`src/rtl/qspi_master_tx.sv`:
```
// qspi_master_tx
//   Host-side SPI mode-0 master for the FPGA QSPI slave link. It takes bytes
//   over a valid/ready handshake and shifts each one out MSB first on mosi.
//   At the same time it shifts a byte in from miso and returns it with a
//   one-cycle rx_valid pulse. All bytes up to and including the one flagged
//   tx_last are framed under a single cs_n assertion.
//
// Ports
//   clk       : system clock, all logic on the rising edge
//   reset_n   : asynchronous active-low reset
//   tx_data   : byte to transmit
//   tx_last   : release chip-select after this byte
//   tx_valid  : tx_data/tx_last are valid
//   tx_ready  : a byte is accepted this cycle when tx_valid is also high
//   rx_data   : last received byte, held until the next rx_valid
//   rx_valid  : one-cycle pulse marking a new rx_data
//   busy      : chip-select low or inter-frame gap in progress
//   sck       : serial clock, idles low
//   cs_n      : chip select, active low
//   mosi      : serial data out
//   miso      : serial data in
module qspi_master_tx #(
  parameter int CLK_DIV  = 2,
  parameter int CS_SETUP = 2,
  parameter int CS_HOLD  = 2,
  parameter int CS_GAP   = 4
) (
  input  logic       clk,
  input  logic       reset_n,
  input  logic [7:0] tx_data,
  input  logic       tx_last,
  input  logic       tx_valid,
  output logic       tx_ready,
  output logic [7:0] rx_data,
  output logic       rx_valid,
  output logic       busy,
  output logic       sck,
  output logic       cs_n,
  output logic       mosi,
  input  logic       miso
);

  localparam int DIV_W    = $clog2(CLK_DIV + 1);
  localparam int WAIT_MAX = (CS_SETUP > CS_HOLD)
                            ? ((CS_SETUP > CS_GAP) ? CS_SETUP : CS_GAP)
                            : ((CS_HOLD  > CS_GAP) ? CS_HOLD  : CS_GAP);
  localparam int WAIT_W   = $clog2(WAIT_MAX + 1);

  localparam logic [DIV_W-1:0]  DIV_LAST   = DIV_W'(CLK_DIV - 1);
  localparam logic [WAIT_W-1:0] SETUP_LAST = WAIT_W'(CS_SETUP - 1);
  localparam logic [WAIT_W-1:0] HOLD_LAST  = WAIT_W'(CS_HOLD - 1);
  localparam logic [WAIT_W-1:0] GAP_LAST   = WAIT_W'(CS_GAP - 1);

  typedef enum logic [2:0] {
    S_IDLE,
    S_SETUP,
    S_LO,
    S_HI,
    S_NEXT,
    S_HOLD,
    S_GAP
  } state_t;

  state_t              r_state;
  state_t              w_nextState;
  logic [DIV_W-1:0]    r_divCnt;
  logic [WAIT_W-1:0]   r_waitCnt;
  logic [WAIT_W-1:0]   w_waitLimit;
  logic [2:0]          r_bitCnt;
  logic [7:0]          r_txShift;
  logic [7:0]          r_rxShift;
  logic [7:0]          r_rxData;
  logic                r_rxValid;
  logic                r_last;
  logic                r_armed;
  logic                w_divDone;
  logic                w_waitDone;
  logic                w_lastBit;
  logic                w_accept;

  // The current MSB of the transmit shift register is the bit on the wire.
  // Loading a byte or shifting is therefore the only way mosi changes, and
  // both happen while sck is low.
  assign mosi     = r_txShift[7];
  assign rx_data  = r_rxData;
  assign rx_valid = r_rxValid;

  // SETUP, HOLD and GAP share one wait counter. Only the terminal count
  // depends on which of those states is active.
  always_comb begin
    w_waitLimit = GAP_LAST;
    case (r_state)
      S_SETUP: w_waitLimit = SETUP_LAST;
      S_HOLD:  w_waitLimit = HOLD_LAST;
      default: w_waitLimit = GAP_LAST;
    endcase
  end

  assign w_divDone  = (r_divCnt == DIV_LAST);
  assign w_waitDone = (r_waitCnt == w_waitLimit);
  assign w_lastBit  = (r_bitCnt == 3'd0);
  assign w_accept   = tx_valid & tx_ready;

  // State register.
  always_ff @(posedge clk or negedge reset_n) begin
    if (!reset_n) begin
      r_state <= S_IDLE;
    end else begin
      r_state <= w_nextState;
    end
  end

  // Next-state logic and the state-decoded link outputs. tx_ready is a pure
  // function of state, so it never loops back through tx_valid. The final
  // byte of a frame goes straight from HI to HOLD. This keeps the cs_n-low
  // window at exactly setup + byte time + hold.
  always_comb begin
    w_nextState = r_state;
    tx_ready    = 1'b0;
    sck         = 1'b0;
    cs_n        = 1'b1;
    busy        = 1'b1;
    case (r_state)
      S_IDLE: begin
        busy     = 1'b0;
        tx_ready = r_armed;
        if (w_accept) w_nextState = S_SETUP;
      end
      S_SETUP: begin
        cs_n = 1'b0;
        if (w_waitDone) w_nextState = S_LO;
      end
      S_LO: begin
        cs_n = 1'b0;
        if (w_divDone) w_nextState = S_HI;
      end
      S_HI: begin
        cs_n = 1'b0;
        sck  = 1'b1;
        if (w_divDone) begin
          if (!w_lastBit)  w_nextState = S_LO;
          else if (r_last) w_nextState = S_HOLD;
          else             w_nextState = S_NEXT;
        end
      end
      S_NEXT: begin
        cs_n     = 1'b0;
        tx_ready = !r_last;
        if (r_last)        w_nextState = S_HOLD;
        else if (tx_valid) w_nextState = S_LO;
      end
      S_HOLD: begin
        cs_n = 1'b0;
        if (w_waitDone) w_nextState = S_GAP;
      end
      S_GAP: begin
        if (w_waitDone) w_nextState = S_IDLE;
      end
      default: begin
        busy        = 1'b0;
        w_nextState = S_IDLE;
      end
    endcase
  end

  // Phase counters. Each counter runs only inside the states that use it and
  // sits at zero otherwise. Every phase therefore starts counting from zero
  // on entry.
  always_ff @(posedge clk or negedge reset_n) begin
    if (!reset_n) begin
      r_divCnt  <= '0;
      r_waitCnt <= '0;
    end else begin
      if ((r_state == S_LO || r_state == S_HI) && !w_divDone) begin
        r_divCnt <= r_divCnt + 1'b1;
      end else begin
        r_divCnt <= '0;
      end
      if ((r_state == S_SETUP || r_state == S_HOLD || r_state == S_GAP) && !w_waitDone) begin
        r_waitCnt <= r_waitCnt + 1'b1;
      end else begin
        r_waitCnt <= '0;
      end
    end
  end

  // Shift datapath. A byte is loaded on any accepted handshake (IDLE or
  // NEXT). miso is captured on the edge that raises sck. The next tx bit is
  // presented on the edge that drops sck. After the eighth bit the received
  // byte is published with a single-cycle strobe.
  always_ff @(posedge clk or negedge reset_n) begin
    if (!reset_n) begin
      r_armed   <= 1'b0;
      r_txShift <= '0;
      r_rxShift <= '0;
      r_rxData  <= '0;
      r_rxValid <= 1'b0;
      r_last    <= 1'b0;
      r_bitCnt  <= '0;
    end else begin
      r_armed   <= 1'b1;
      r_rxValid <= 1'b0;
      if (w_accept) begin
        r_txShift <= tx_data;
        r_last    <= tx_last;
        r_bitCnt  <= 3'd7;
      end
      if (r_state == S_LO && w_divDone) begin
        r_rxShift <= {r_rxShift[6:0], miso};
      end
      if (r_state == S_HI && w_divDone) begin
        if (!w_lastBit) begin
          r_bitCnt  <= r_bitCnt - 1'b1;
          r_txShift <= {r_txShift[6:0], 1'b0};
        end else begin
          r_rxData  <= r_rxShift;
          r_rxValid <= 1'b1;
        end
      end
    end
  end

endmodule

```
`config.mk`:
```
export PLATFORM = sky130hd
export DESIGN_NAME = qspi_master_tx
export DESIGN_NICKNAME = d
export VERILOG_FILES = /design/src/rtl/qspi_master_tx.sv
export SDC_FILE = /design/constraint.sdc
export NUM_CORES = 1
export LEC_CHECK = 0
export ABC_AREA = 0
export CAP_MARGIN = 30
export CELL_PAD_IN_SITES_DETAIL_PLACEMENT = 0
export CELL_PAD_IN_SITES_GLOBAL_PLACEMENT = 1
export CORE_MARGIN = 1
export CORE_UTILIZATION = 43
export CTS_CLUSTER_SIZE = 24
export DETAILED_ROUTE_END_ITERATION = 6
export GPL_ROUTABILITY_DRIVEN = 0
export PLACE_DENSITY_LB_ADDON = 0.1
export REMOVE_ABC_BUFFERS = 1
export SLEW_MARGIN = 30
export SYNTH_ARGS = -nofsm -noshare
export SYNTH_HDL_FRONTEND = slang
export SYNTH_SLANG_ARGS = --single-unit
```
`constraint.sdc`:
```
create_clock -name clk -period 1.9 [get_ports clk]
set_clock_uncertainty 0.05 [all_clocks]
set_input_delay 0.19 -clock clk [delete_from_list [all_inputs] [get_ports clk]]
set_output_delay 0.19 -clock clk [all_outputs]
set_load 0.005 [all_outputs]
```
==> flow_metrics.py, run 1 <==
metrics = {
    "worst_setup_path": {
        "crit_end": "tx_ready",
        "critPathMaxFanout": 4,
        "r2r-end": "r_bitCnt[2]",
        "r2r_cells": 6,
        "crit_required_ns": 1.66,
        "cp-end-kind": "output port",
        "startpoint": "r_last",
        "cp.arrival_ns": 1.60,
        "r2r_setup_slack_ns": 0.19,
        "crit_type": "reg -> out",
        "timing.rr.start": "r_divCnt[1]",
        "start_kind": "register",
    },
    "drt": {
        "vias": 1203,
        "dr.pass1.iters": 4,
        "ant_nets": 0,
        "drcViolationCount": 0,
        "drt-initial-drc-count": 31,
        "wirelength_mm": 3.22,
        "viasPerCell": 5.12,
        "wl_per_cell_um": 13.7,
    },
    "timing": {
        "hold_viol_final": 0,
        "slew_viol_final": 0,
        "period_share_pct": 96.6,
        "final-setup-viol-count": 0,
        "max_freq_mhz": 545,
        "period_needed_ns": 1.84,
        "grt_setup_unrepaired": "yes",
        "postLayoutSetupSlackWorst_ns": 0.0642,
    },
    "floorplan": {
        "fp.dieArea_mm2": 0.00445,
        "io_pins": 27,
        "core_area_mm2": 0.00400,
        "core.rowCount": 23,
        "start_util_pct": 45.0,
        "die_w_um": 66.7,
        "fp.dieH_um": 66.7,
    },
    "power_and_ir_drop": {
        "ir_worst_vdd_mv": 0.706,
        "p_leak_nw": 1.10,
        "powerDensity_mw_per_mm2": 1410,
    },
    "clocking": {
        "cts_root_buf": "clkbuf_8",
        "clk_path_buf_depth": 2,
        "cts_max_level": 2,
        "cts_tree": "done",
        "clk_latency_ns": 0.29,
        "path_clk_slew_ns": 0.07,
        "cts-buffers-inserted": 5,
        "cts_sinks": 38,
    },
    "synthesis": {
        "synth_seq_cells": 38,
        "post_synth_num_cell_types": 38,
        "syn-cell-area_mm2": 0.00180,
        "syn-instance-count": 144,
        "synth_edf_count": 0,
        "ys_seq_area_share_pct": 52.8,
        "async_reset_ff_share_pct": 100,
        "syn_avg_cell_area_um2": 12.5,
        "ys_warn_count": 0,
        "ys.flop_type": "dfrtp_1",
    },
    "cells_and_area": {
        "drive_gt1_share_pct": 27.6,
        "finalNetCount": 201,
        "instances_no_fill": 235,
        "syn_to_final_growth_pct": 27.4,
        "diodes": 0,
    },
    "grt": {
        "antenna_found_initial": 0,
        "grt_max_degree": 39,
        "grt_pass1_vias": 1176,
        "grt_remaining_overflow": 0,
        "gr-usage-all-layers_pct": 16.4,
        "grt_pass1_wl_mm": 5.29,
    },
    "placed_design": {
        "dp_cells": 221,
        "dp_slack_ns": 0.148,
        "dp_hpwl_mm": 2.25,
        "port-buffer-count": 26,
    },
    "run_status": {
        "run_status": "finished clean",
    },
    "run": {
        "max-cap-violations": 0,
    },
    "worst_hold_path": {
        "hold_class": "reg -> reg",
    },
}
==> sequential cells by signal (all words and copies together), names as in the netlist <==
register,count
r_waitCnt,3
r_armed,1
r_state,3
r_rxShift,8
r_txShift,8
r_last,1
r_bitCnt,3
rx_data,8
rx_valid,1
r_divCnt,2
==> critical path: stages (launching register included) <==
cell             delay (ns)
dfrtp_1                0.42
nand2b_2               0.24
a21oi_1                0.14
clkdlybuf4s50_1        0.51
==> cell type report <==
class                      instances  area (um^2)
multi-input combinational         92          777
inverter                           8         30.0
clock buffer                       5         68.8
clock inverter                     3         45.0
sequential                        38          952
timing repair buffer              39          358
tap                               50         62.6
fill                             347         1710
==> synthesized netlist by cell type (2+ instances only) <==
master,number,area (um^2)
nor2b_1,2,12.5
buf_4,2,15.0
nand2b_1,5,31.3
a21oi_1,11,55.1
ha_1,4,50.1
o21ai_0,4,20.0
and3b_1,2,17.5
and2_1,2,12.5
mux2_2,19,214
nand2_1,2,7.51
nor3_1,2,10.0
mux2i_1,8,80.1
nor2_1,10,37.5
buf_2,2,10.0
dfrtp_1,38,951
inv_1,8,30.0
buf_6,2,22.5
==> metrics by stage <==
step	util [%]	power (mW)	hold slack [ns]	area (um^2)	setup TNS, ns
detailed placement	53.1	2.53	0.218	2120	0
global route	57.3	3.47	0.443	2290	-0.00148
CTS	56.4	3.23	0.414	2260	0
global placement	53.1	2.47	0.207	2120	0
finish	57.3	3.23	0.404	2290	0
floorplan	-	2.07	-0.156	1750	0
==> how the worst min path moves through the flow <==
stage                           start            to  slack [ns]  cells after the start
final                     r_divCnt[0]   r_divCnt[0]        0.40                      1
after global routing      r_divCnt[0]   r_divCnt[0]        0.44                      1
after CTS                 r_divCnt[0]   r_divCnt[0]        0.41                      1
after detailed placement      reset_n  r_txShift[5]        0.22                      2
after global placement        reset_n  r_txShift[6]        0.21                      2
after floorplan               reset_n       r_armed       -0.16                      0
==> metal layers <==
layer	track usage [%]	part of all wire [%]
met2	28.5	52
met3	3.60	3.6
met1	18.8	43
met5	0	0
met4	7.98	2.0
==> cell usage in the layout, fill, tap and decap left out, drive strengths merged <==
| master | count |
|---|---|
| dfrtp | 38 |
| or2 | 1 |
| nor2 | 11 |
| nand2 | 2 |
| nor3 | 2 |
| o22a | 1 |
| nand4b | 1 |
| a2bb2oi | 1 |
| nand2b | 6 |
| inv | 8 |
| o32ai | 2 |
| mux2i | 8 |
| bufinv | 1 |
| a211o | 1 |
| mux2 | 21 |
| clkdlybuf4s50 | 23 |
| o31ai | 1 |
| nor4bb | 1 |
| ha | 4 |
| o21ai | 5 |
| conb | 1 |
| and3b | 2 |
| dlymetal6s2s | 2 |
| o21a | 1 |
| nor2b | 2 |
| and2 | 2 |
| xor2 | 1 |
| o41ai | 1 |
| buf | 12 |
| clkbuf | 6 |
| a21oi | 11 |
| clkinvlp | 2 |
| a211oi | 1 |
| dlygate4sd3 | 1 |
| nor3b | 2 |
==> repair_timing <==
action / 4_1_cts / 5_1_grt
gates resized for setup: 1 / 4
hold buffers: 1 / 0
setup buffers: 1 / 4
endpoints found under the setup margin: 3 / 4
endpoints found under the hold margin: 38 / 0
==> logic make-up (layout without fill, tap and decap cells) <==
group           count (synthesis)  in the layout  share of synthesized area, %
compound gates                 25             25                          10.4
xor+xnor                        1              1                         0.487
fa+ha+maj                       4              4                          2.78
buf+inv                        14             55                          4.31
flops                          38             38                          52.8
mux                            29             29                          17.8
other cells                     1              1                         0.208
simple gates                   32             32                          11.3
==> where the power goes <==
group          switching [mW]  internal [mW]  leakage [nW]
Sequential              0.185           1.10         0.471
Clock                   0.283          0.390        0.0504
Combinational           0.549          0.719         0.583
Note: power is estimated with default switching activity, not from simulation.
==> run 2: changes to the inputs <==
--- a/config.mk
+++ b/config.mk
@@ -10,7 +10,7 @@
 export CELL_PAD_IN_SITES_DETAIL_PLACEMENT = 0
 export CELL_PAD_IN_SITES_GLOBAL_PLACEMENT = 1
 export CORE_MARGIN = 1
-export CORE_UTILIZATION = 43
+export CORE_UTILIZATION = 46
 export CTS_CLUSTER_SIZE = 24
 export DETAILED_ROUTE_END_ITERATION = 6
 export GPL_ROUTABILITY_DRIVEN = 0
==> constraint.sdc (replaced) <==
create_clock -name clk -period 2.2 [get_ports clk]
set_clock_uncertainty 0.05 [all_clocks]
set_input_delay 0.22 -clock clk [delete_from_list [all_inputs] [get_ports clk]]
set_output_delay 0.22 -clock clk [all_outputs]
set_load 0.005 [all_outputs]
==> flow_metrics.py, run 2 (synthesis results as in run 1) <==
metrics = {
    "timing": {
        "max_slew_margin_pct": 44.4,
        "period_needed_ns": 2.01,
        "worstMarginPinSlew_ns": 0.834,
        "grt_setup_unrepaired": "no",
        "period_share_pct": 91.2,
        "tns_ns": 0,
        "holdWs_ns": -0.0240,
        "postLayoutSetupSlackWorst_ns": 0.193,
        "max_freq_mhz": 498,
        "hold_viol_final": 38,
        "final-setup-viol-count": 0,
        "slew_viol_final": 0,
    },
    "grt": {
        "grt_max_degree": 39,
        "antenna_found_initial": 0,
        "gr-usage-all-layers_pct": 17.0,
        "top_usage_layer": "met2",
        "grt_pass1_vias": 1196,
        "use_met1_pct": 21.2,
        "use_met3_pct": 5.11,
        "grt_remaining_overflow": 0,
        "grtUsageMet2_pct": 26.8,
        "grt_pass1_wl_mm": 5.36,
    },
    "placed_design": {
        "dp_slack_ns": 0.305,
        "dp_hpwl_mm": 2.12,
        "placed_area_mm2": 0.00210,
        "dp_cells": 216,
        "port-buffer-count": 26,
    },
    "cells_and_area": {
        "syn_to_final_growth_pct": 24.5,
        "instances_no_fill": 224,
        "layout_common_cells": "dfrtp_1 (38), clkdlybuf4s50_1 (25), mux2_2 (19), a21oi_1 (11), nor2_1 (10)",
        "layout_commonest_cell": "dfrtp_1",
        "diodes": 0,
        "seqCellArea_um2": 951,
        "drive_gt1_share_pct": 22.7,
        "nFillCells": 309,
        "final_area_mm2": 0.00224,
        "finalNetCount": 192,
        "multi_input_area_um2": 772,
    },
    "clocking": {
        "path_clk_slew_ns": 0.07,
        "cts-buffers-inserted": 5,
        "cts_tree": "done",
        "cts-resized-gates": 0,
        "cts_max_level": 2,
        "clk_latency_ns": 0.29,
        "cts_sinks": 38,
        "clk_path_buf_depth": 2,
        "ctsHoldBuffers": 0,
        "cts_setup_buffers": 0,
        "cts_root_buf": "clkbuf_8",
    },
    "worst_setup_path": {
        "worstPathCellList": "nand2b_1 -> a21oi_1 -> clkdlybuf4s50_1",
        "max_stage_delay_ns": 0.56,
        "crit_required_ns": 1.93,
        "cp-end-kind": "output port",
        "crit_slowest_cell": "dfrtp_1",
        "start_kind": "register",
        "critPathMaxFanout": 13,
        "cp.arrival_ns": 1.74,
        "crit_type": "reg -> out",
    },
    "floorplan": {
        "start_util_pct": 48.5,
        "fp.dieArea_mm2": 0.00417,
        "core.rowCount": 22,
        "core_area_mm2": 0.00372,
        "io_pins": 27,
        "fp.dieH_um": 64.6,
        "die_w_um": 64.6,
    },
    "drt": {
        "drcViolationCount": 0,
        "wirelength_mm": 2.96,
        "viasPerCell": 5.08,
        "ant_nets": 0,
        "drt-initial-drc-count": 39,
        "wl_per_cell_um": 13.2,
        "dr.pass1.iters": 4,
        "vias": 1139,
    },
    "run": {
        "max-cap-violations": 0,
    },
    "run_status": {
        "violations": "negative hold slack",
        "run_status": "finished with violations",
    },
    "power_and_ir_drop": {
        "powerDensity_mw_per_mm2": 1280,
        "ir_worst_vdd_mv": 0.721,
        "p_leak_nw": 1.06,
    },
    "worst_hold_path": {
        "hold_class": "in -> async",
    },
}
## run 2: stage by stage
step	util (%)	power, mW
CTS	60.3	2.89
finish	60.3	2.86
floorplan	-	1.79
detailed placement	56.5	2.16
global placement	56.5	2.11
global route	60.3	3.06
## run 2: cell type report
class / count / share of cell area [%]
clock buffer: 6 / 3.69
inverter: 8 / 1.34
multi-input combinational: 92 / 34.4
tap: 48 / 2.68
clock inverter: 2 / 2.68
sequential: 38 / 42.4
timing repair buffer: 30 / 12.7
## run 2: metal layers
layer	routed length (um)	part of all wire, %	up-vias
met3	128	4.3	7
met5	0	0	-
met2	1400	47	25
met1	1380	47	545
li1	-	-	562
met4	53	1.8	0
## run 2: worst paths after layout
path / from / end / slack, ns / depth (start not counted)
hold reg to reg: r_divCnt[0] / r_divCnt[0] / 0.40 / 1
setup reg to reg: r_state[2] / r_txShift[5] / 0.35 / 5
min in group clk: r_divCnt[0] / r_divCnt[0] / 0.40 / 1
setup / recovery: r_state[2] / tx_ready / 0.19 / 3
max in group asynchronous: reset_n / r_state[2] / 1.60 / 1
hold / removal: reset_n / r_waitCnt[2] / -0.02 / 1
## run 2: power breakdown
group	switching (mW)	total [mW]	internal (mW)	leakage (nW)
clock network	0.244	0.727	0.484	0.0714
logic	0.425	1.00	0.579	0.519
registers	0.176	1.13	0.953	0.473
total	0.845	2.86	2.01	1.06
## run 2: worst max-delay path, delay by kind of cell, from the launching register on
kind,cells,cell delay [ns]
flip-flops,1,0.56
AND/OR/NAND/NOR,1,0.22
AO/OA/AOI/OAI,1,0.17
buffers and inverters,1,0.51
==> run 3: changes to the inputs <==
--- a/config.mk
+++ b/config.mk
@@ -9,12 +9,12 @@
 export CAP_MARGIN = 30
 export CELL_PAD_IN_SITES_DETAIL_PLACEMENT = 0
 export CELL_PAD_IN_SITES_GLOBAL_PLACEMENT = 1
-export CORE_MARGIN = 1
+export CORE_MARGIN = 10
 export CORE_UTILIZATION = 46
 export CTS_CLUSTER_SIZE = 24
 export DETAILED_ROUTE_END_ITERATION = 6
 export GPL_ROUTABILITY_DRIVEN = 0
-export PLACE_DENSITY_LB_ADDON = 0.1
+export PLACE_DENSITY = 0.88
 export REMOVE_ABC_BUFFERS = 1
 export SLEW_MARGIN = 30
 export SYNTH_ARGS = -nofsm -noshare
==> flow_metrics.py, run 3 (synthesis results as in run 1) <==
metrics = {
    "grt": {
        "grt_max_degree": 39,
        "grt_pass1_wl_mm": 5.58,
        "grt_pass1_vias": 1246,
        "gr-usage-all-layers_pct": 10.4,
        "antenna_found_initial": 0,
        "grt_remaining_overflow": 0,
    },
    "placed_design": {
        "dp_slack_ns": 0.257,
        "port-buffer-count": 26,
        "dp_hpwl_mm": 2.32,
    },
    "run_status": {
        "violations": "negative hold slack",
        "run_status": "finished with violations",
    },
    "cells_and_area": {
        "layout_commonest_cell": "dfrtp_1",
        "syn_to_final_growth_pct": 23.2,
        "layout_common_cells": "dfrtp_1 (38), clkdlybuf4s50_1 (25), mux2_2 (19), a21oi_1 (11), nor2_1 (10)",
        "drive_gt1_share_pct": 21.4,
        "finalNetCount": 189,
        "diodes": 0,
    },
    "timing": {
        "max_freq_mhz": 478,
        "postLayoutSetupSlackWorst_ns": 0.107,
        "tns_ns": 0,
        "period_share_pct": 95.1,
        "worstMarginPinSlew_ns": 0.819,
        "final-setup-viol-count": 0,
        "slew_viol_final": 0,
        "grt_setup_unrepaired": "no",
        "hold_viol_final": 38,
        "period_needed_ns": 2.09,
        "max_slew_margin_pct": 45.4,
        "holdWs_ns": -0.0231,
    },
    "drt": {
        "wl_per_cell_um": 14.7,
        "ant_nets": 0,
        "drcViolationCount": 0,
        "wirelength_mm": 3.24,
        "dr.pass1.iters": 4,
        "vias": 1168,
        "viasPerCell": 5.29,
        "drt-initial-drc-count": 68,
    },
    "floorplan": {
        "core_area_mm2": 0.00372,
        "fp.dieH_um": 82.6,
        "io_pins": 27,
        "fp.dieArea_mm2": 0.00682,
        "start_util_pct": 48.5,
        "core.rowCount": 22,
        "die_w_um": 82.6,
    },
    "power_and_ir_drop": {
        "swShare_pct": 30.1,
        "clkPwrFrac_pct": 25.4,
        "switchingPower_uw": 859,
        "ir_worst_vdd_mv": 0.832,
        "seqPwrFrac_pct": 40.4,
        "p_total_mw": 2.86,
        "intPower_mw": 2.00,
        "p_comb_share_pct": 34.2,
        "p_leak_nw": 1.05,
        "powerDensity_mw_per_mm2": 1290,
    },
    "clocking": {
        "cts_root_buf": "clkbuf_8",
        "ctsHoldBuffers": 0,
        "cts_max_level": 2,
        "clk_latency_ns": 0.29,
        "cts-resized-gates": 0,
        "cts_sinks": 38,
        "cts_setup_buffers": 0,
        "cts-buffers-inserted": 5,
        "cts_tree": "done",
        "clk_path_buf_depth": 2,
        "path_clk_slew_ns": 0.07,
    },
    "worst_setup_path": {
        "cp-end-kind": "output port",
        "start_kind": "register",
        "critPathMaxFanout": 10,
        "crit_required_ns": 1.93,
        "cp.arrival_ns": 1.82,
        "crit_type": "reg -> out",
    },
    "worst_hold_path": {
        "hold_class": "in -> async",
    },
    "run": {
        "max-cap-violations": 0,
    },
}
==> run 3: cell types whose count changed in the layout (fill, tap and decap cells not counted), sizes merged <==
cell  delta
buf      -3
==> run 3: metrics by stage <==
stage	std cells	util [%]	area [um^2]
global route	221	59.7	2220
floorplan	138	-	1750
global placement	213	55.9	2080
detailed placement	213	55.9	2080
finish	221	59.7	2220
CTS	221	59.7	2220
==> run 3: power by group through the flow <==
stage	logic [mW]	registers [mW]	clock network, mW
after floorplan	0.674	1.11	0
after global placement	0.948	1.15	0
after detailed placement	0.991	1.16	0
after CTS	0.996	1.16	0.738
after global routing	1.09	1.20	0.767
final	0.976	1.15	0.726
==> run 3: routing by layer <==
layer	global-route usage (%)	up-vias	wire [um]
met2	17.4	27	1620
li1	-	562	-
met3	4.10	8	241
met5	0	-	0
met1	11.7	571	1340
met4	4.01	0	51
==> run 3: path summary, 6_finish.rpt <==
| check | slack, ns | cells past startpoint | from | end |
|---|---|---|---|---|
| setup / recovery | 0.11 | 3 | r_state[0] | cs_n |
| hold / removal | -0.02 | 1 | reset_n | r_rxShift[0] |
| setup reg to reg | 0.27 | 4 | r_state[2] | r_bitCnt[2] |
| hold reg to reg | 0.40 | 1 | r_divCnt[0] | r_divCnt[0] |
| max in group asynchronous | 1.61 | 1 | reset_n | rx_data[1] |
| min in group clk | 0.40 | 1 | r_divCnt[0] | r_divCnt[0] |
==> run 3: worst max-delay path, stage by stage (launching register included) <==
cell	delay, ns
dfrtp_1	0.52
or2_4	0.34
o21ai_0	0.15
clkdlybuf4s50_1	0.52
==> run 3: area by class of cell <==
cell class | instances | area (um^2)
inverters | 8 | 30.0
clock inverters | 2 | 60.1
multi-input cells | 92 | 772
clock buffers | 6 | 82.6
fillers | 310 | 1500
well taps | 48 | 60.1
flip-flops and latches | 38 | 951
repair buffers | 27 | 263
